**src/rtl/reg_file_mp.sv**
```systemverilog
// Multi-ported register file: two write ports (port 1 wins), NUM_RD
// combinational read ports with optional same-cycle forwarding, and a
// per-register pending scoreboard with a running population count.
module reg_file_mp #(
   parameter int unsigned DATA_WIDTH = 32,
   parameter int unsigned NUM_REGS   = 32,
   parameter int unsigned NUM_RD     = 2,
   parameter int unsigned BYPASS     = 1,
   localparam int unsigned AW        = $clog2(NUM_REGS),
   localparam int unsigned CW        = $clog2(NUM_REGS + 1)
) (
   input  logic                         i_clk,
   input  logic                         i_rst,
   input  logic                         i_we0,
   input  logic [AW-1:0]                i_waddr0,
   input  logic [DATA_WIDTH-1:0]        i_wdata0,
   input  logic                         i_we1,
   input  logic [AW-1:0]                i_waddr1,
   input  logic [DATA_WIDTH-1:0]        i_wdata1,
   input  logic [NUM_RD*AW-1:0]         i_raddr,
   output logic [NUM_RD*DATA_WIDTH-1:0] o_rdata,
   input  logic                         i_alloc_en,
   input  logic [AW-1:0]                i_alloc_addr,
   output logic [NUM_REGS-1:0]          o_pending,
   output logic [NUM_RD-1:0]            o_rbusy,
   output logic [CW-1:0]                o_pend_cnt,
   output logic                         o_wr_collide
);

   logic [DATA_WIDTH-1:0] regs_q [NUM_REGS];
   logic [DATA_WIDTH-1:0] regs_d [NUM_REGS];
   logic [NUM_REGS-1:0]   pending_q, pending_d;
   logic [CW-1:0]         pend_cnt_q, pend_cnt_d;
   logic                  wr_collide_q, wr_collide_d;

   logic wv0, wv1, av;
   logic inc, dec0, dec1;

   // Effective (non-zero address) write and allocate qualifiers
   assign wv0 = i_we0 && (i_waddr0 != '0);
   assign wv1 = i_we1 && (i_waddr1 != '0);
   assign av  = i_alloc_en && (i_alloc_addr != '0);

   // Next register contents; port 1 applied last so it wins on a collision
   always_comb begin
      for (int i = 0; i < int'(NUM_REGS); i++) regs_d[i] = regs_q[i];
      if (wv0) regs_d[i_waddr0] = i_wdata0;
      if (wv1) regs_d[i_waddr1] = i_wdata1;
      regs_d[0] = '0;
   end

   // Scoreboard next state: writes clear, allocate sets and wins; count tracks edges
   always_comb begin
      pending_d = pending_q;
      if (wv0) pending_d[i_waddr0] = 1'b0;
      if (wv1) pending_d[i_waddr1] = 1'b0;
      if (av)  pending_d[i_alloc_addr] = 1'b1;
      pending_d[0] = 1'b0;

      inc  = av && !pending_q[i_alloc_addr];
      dec0 = wv0 && pending_q[i_waddr0] && !(av && (i_alloc_addr == i_waddr0));
      dec1 = wv1 && pending_q[i_waddr1] && !(av && (i_alloc_addr == i_waddr1))
             && !(wv0 && (i_waddr0 == i_waddr1));
      pend_cnt_d = pend_cnt_q + CW'(inc) - CW'(dec0) - CW'(dec1);

      wr_collide_d = wv0 && wv1 && (i_waddr0 == i_waddr1);
   end

   // State registers with asynchronous active-high reset
   always_ff @(posedge i_clk or posedge i_rst) begin
      if (i_rst) begin
         for (int i = 0; i < int'(NUM_REGS); i++) regs_q[i] <= '0;
         pending_q    <= '0;
         pend_cnt_q   <= '0;
         wr_collide_q <= 1'b0;
      end else begin
         for (int i = 0; i < int'(NUM_REGS); i++) regs_q[i] <= regs_d[i];
         pending_q    <= pending_d;
         pend_cnt_q   <= pend_cnt_d;
         wr_collide_q <= wr_collide_d;
      end
   end

   assign o_pending    = pending_q;
   assign o_pend_cnt   = pend_cnt_q;
   assign o_wr_collide = wr_collide_q;

   for (genvar k = 0; k < int'(NUM_RD); k++) begin : g_rd
      logic [AW-1:0]         ra;
      logic [DATA_WIDTH-1:0] rd;
      logic                  hit0, hit1, busy;

      assign ra   = i_raddr[k*AW +: AW];
      assign hit0 = wv0 && (i_waddr0 == ra);
      assign hit1 = wv1 && (i_waddr1 == ra);

      // Read mux with optional forwarding; address 0 never hits a write
      always_comb begin
         rd   = regs_q[ra];
         busy = pending_q[ra];
         if (BYPASS != 0) begin
            if (hit1)      rd = i_wdata1;
            else if (hit0) rd = i_wdata0;
            if (hit0 || hit1) busy = 1'b0;
         end
      end

      assign o_rdata[k*DATA_WIDTH +: DATA_WIDTH] = rd;
      assign o_rbusy[k] = busy;
   end

endmodule

```
**config.mk**
```make
export PLATFORM = sky130hd
export DESIGN_NAME = reg_file_mp
export DESIGN_NICKNAME = d
export VERILOG_FILES = /design/src/rtl/reg_file_mp.sv
export SDC_FILE = /design/constraint.sdc
export NUM_CORES = 2
export LEC_CHECK = 0
export CAP_MARGIN = 20
export CORE_UTILIZATION = 40
export DETAILED_ROUTE_END_ITERATION = 8
export SETUP_SLACK_MARGIN = 0.05
export SLEW_MARGIN = 10
export SYNTH_ARGS = -nofsm -noshare
export SYNTH_HDL_FRONTEND = slang
export SYNTH_SLANG_ARGS = --single-unit
```
**constraint.sdc**
```tcl
create_clock -name i_clk -period 50.2 [get_ports i_clk]
set_input_delay 10.04 -clock i_clk [delete_from_list [all_inputs] [get_ports i_clk]]
set_output_delay 10.04 -clock i_clk [all_outputs]
set_load 0.02 [all_outputs]
```
==> out/qor.yml <==
run_status: "completed"
gp_congestion: 0.9550
p_seq_share_pct: 41.6
fin_nets: 6755
path_max_fanout: 149
leakage_nw: 32.00
critPathLaunchType: "primary input"
synthSimpleGateAreaFrac_pct: 11.23
grt_setup_unrepaired: "false"
clkLatencyLatePin_ns: 0.76
worstPathRequired_ns: 40.16
min_period_ns: 25.79
dr.pass1.iters: 9
die_area_mm2: 0.1704
crit_type: "primary input to output pin"
rrSetupSlack_ns: 46.24
start_util_pct: 40.33
vias_per_cell: 6.653
p_comb_share_pct: 28.1
overflow: 0
cp.arrival_ns: 15.75
die_y_um: 412.8
wl_per_cell_um: 33.39
grt_pass1_wl_mm: 420.3
crit_path_end_kind: "output pin"
setup_viol: 0
final_antenna_net_count: 0
synthCells: 7000
yosys.area.top_type: "dfrtp_1"
synth_edf_count: 0
async_reset_ff_share_pct: 100.0
synth_top_flop_cell: "dfrtp_1"
drcViolationCount: 0
drive_gt1_share_pct: 13.85
max_freq_mhz: 38.77
drv_cap: 0
yosys.area.top_type_share_pct: 38.18
clk_pin_slew_ns: 0.06
yosysSeqAreaShare_pct: 38.18
grt_max_degree: 150
area_delta_synth_final_pct: 10.62
vias: 59580
synthMuxAreaShare_pct: 29.94
ir_drop_v: 0.00003480
htreeDepth: 3
post_cts_buffers: 0
drtIter0Drc: 8917
p_int_mw: 1.990
root_buffer: "clkbuf_16"
worst_clock_skew_ns: 0.01210
antenna_found_initial: 19
num_rows: 150
ctsHoldBuffers: 0
clock_sinks: 1030
portBuffers: 197
clk_path_buf_depth: 3
fin_cells: 8955
layout_commonest_cell: "mux2i_1"
hold_viol_final: 0
mostFrequentLayoutCells: "mux2i_1 (1200), dfrtp_1 (1030), a21oi_1 (783), nor2_1 (766), nand2_1 (538)"
yosys_warnings: 0
dp.cells: 8732
swShare_pct: 33.56
synth_fa_ha_area_share_pct: 0.1705
powerDensity_mw_per_mm2: 40.11
syn-num-nets: 7102
cts_tree: "yes"
hold_class: "register to register"
finalMaxSlewViolations: 0
p_sw_mw: 1.005
grt_pass1_vias: 56320
core-area_mm2: 0.1674
synthTopCellsByArea: "dfrtp_1 (38%), mux2i_1 (18%), mux4_2 (9.9%)"
synth-compound-area-share_pct: 14.22
relSlewSlack_pct: 3.878
netlist_area_mm2: 0.06751
hpwl_mm: 174.0
fin_crit_sh_pct: 51.38
tns_ns: 0
ys_ff_latch: 1030
pin_count: 199
cts_resized: 0
clock_power_share_pct: 30.3
worstMarginPinSlew_ns: 1.442
routed_wl_mm: 299.0
track_usage_pct: 34.16
worst_hold_slack_ns: 0.5913
die_w_um: 412.8
yosysUniqueCellTypes: 65
synth_top_family_by_area: "multiplexers"
numCtsBuffers: 118
yosys.area_share.xor_xnor_pct: 0.5060
syn-mean-instance-area_um2: 9.644
-- cell usage after synthesis, drive strengths merged (34+ instances only) --
cell and number:
a21oi 783, a221oi 54, a22oi 137, a32oi 120, buf 341, clkbuf 535
dfrtp 1030, mux2 136, mux2i 1200, mux4 296, nand2 568, nand3 145
nand4 106, nor2 792, nor3 61, o21ai 366, o22ai 34
-- cell type report --
type                    instances  area, um^2
clock inverters                38       462.9
well taps                    2204        2758
inverters                      28       112.6
clock buffers                 174        3475
fillers                     15730       92730
flip-flops and latches       1030       25770
multi-input cells            5066       38340
repair buffers                409        3740
diodes                          6       15.01
-- worst max-delay path: stages --
cell	delay (ns)
clkdlybuf4s50_1	0.95
nor3_1	0.27
a21boi_4	0.24
buf_12	0.67
and4_2	1.09
nor2_1	0.40
buf_4	0.33
a221oi_1	0.82
buf_4	0.26
clkdlybuf4s50_1	0.62
-- path summary, 6_finish.rpt --
check | endpoint | from | cells after the start
min | regs_q[884] | regs_q[884] | 2
max reg2reg | o_pend_cnt[5] | o_pending[22] | 12
max in group asynchronous | regs_q[180] | i_rst | 5
min in group asynchronous | regs_q[361] | i_rst | 2
min reg2reg | regs_q[884] | regs_q[884] | 2
max | o_rdata[12] | i_waddr0[2] | 10
-- metal layers --
| layer | GRT usage, % | vias to the layer above | routed length (um) |
|---|---|---|---|
| li1 | - | 24780 | - |
| met1 | 43.94 | 29450 | 113300 |
| met2 | 50.40 | 4237 | 128400 |
| met3 | 9.420 | 1099 | 34830 |
| met4 | 22.20 | 14 | 22350 |
| met5 | 0 | - | 81 |
-- sequential cells by signal, indices dropped and copies added, names as in the netlist --
register / cells
regs_q: 992
o_wr_collide: 1
o_pend_cnt: 6
o_pending: 31
-- cells by family (layout without fill, tap and decap cells) --
| logic type | after synthesis | after routing |
|---|---|---|
| mux | 1632 | 1632 |
| compound gates | 1614 | 1614 |
| xor+xnor | 39 | 39 |
| flops | 1030 | 1030 |
| fa+ha+maj | 8 | 8 |
| other cells | 1 | 7 |
| simple gates | 1772 | 1772 |
| buf+inv | 904 | 649 |
-- power by group through the flow --
stage / combinational (mW) / sequential (mW) / clock, mW
6_report: 0.842 / 1.25 / 0.906
5_1_grt: 0.898 / 1.27 / 0.939
4_1_cts: 0.823 / 1.23 / 0.908
3_3_place_gp: 0.803 / 1.23 / 0
3_5_place_dp: 0.822 / 1.25 / 0
2_1_floorplan: 0.595 / 1.20 / 0
-- stage by stage --
| step | util, % | worst slack (ns) | power [mW] | area, um^2 |
|---|---|---|---|---|
| final | 44.61 | 24.41 | 2.996 | 74680 |
| after global routing | 44.60 | 24.57 | 3.103 | 74670 |
| after CTS | 44.54 | 24.73 | 2.965 | 74570 |
| after detailed placement | 42.19 | 24.73 | 2.067 | 70630 |
| after global placement | 42.12 | 24.83 | 2.036 | 70520 |
| after floorplan | - | 11.17 | 1.793 | 67510 |
No activity file was read; power rests on OpenSTA's default activity.
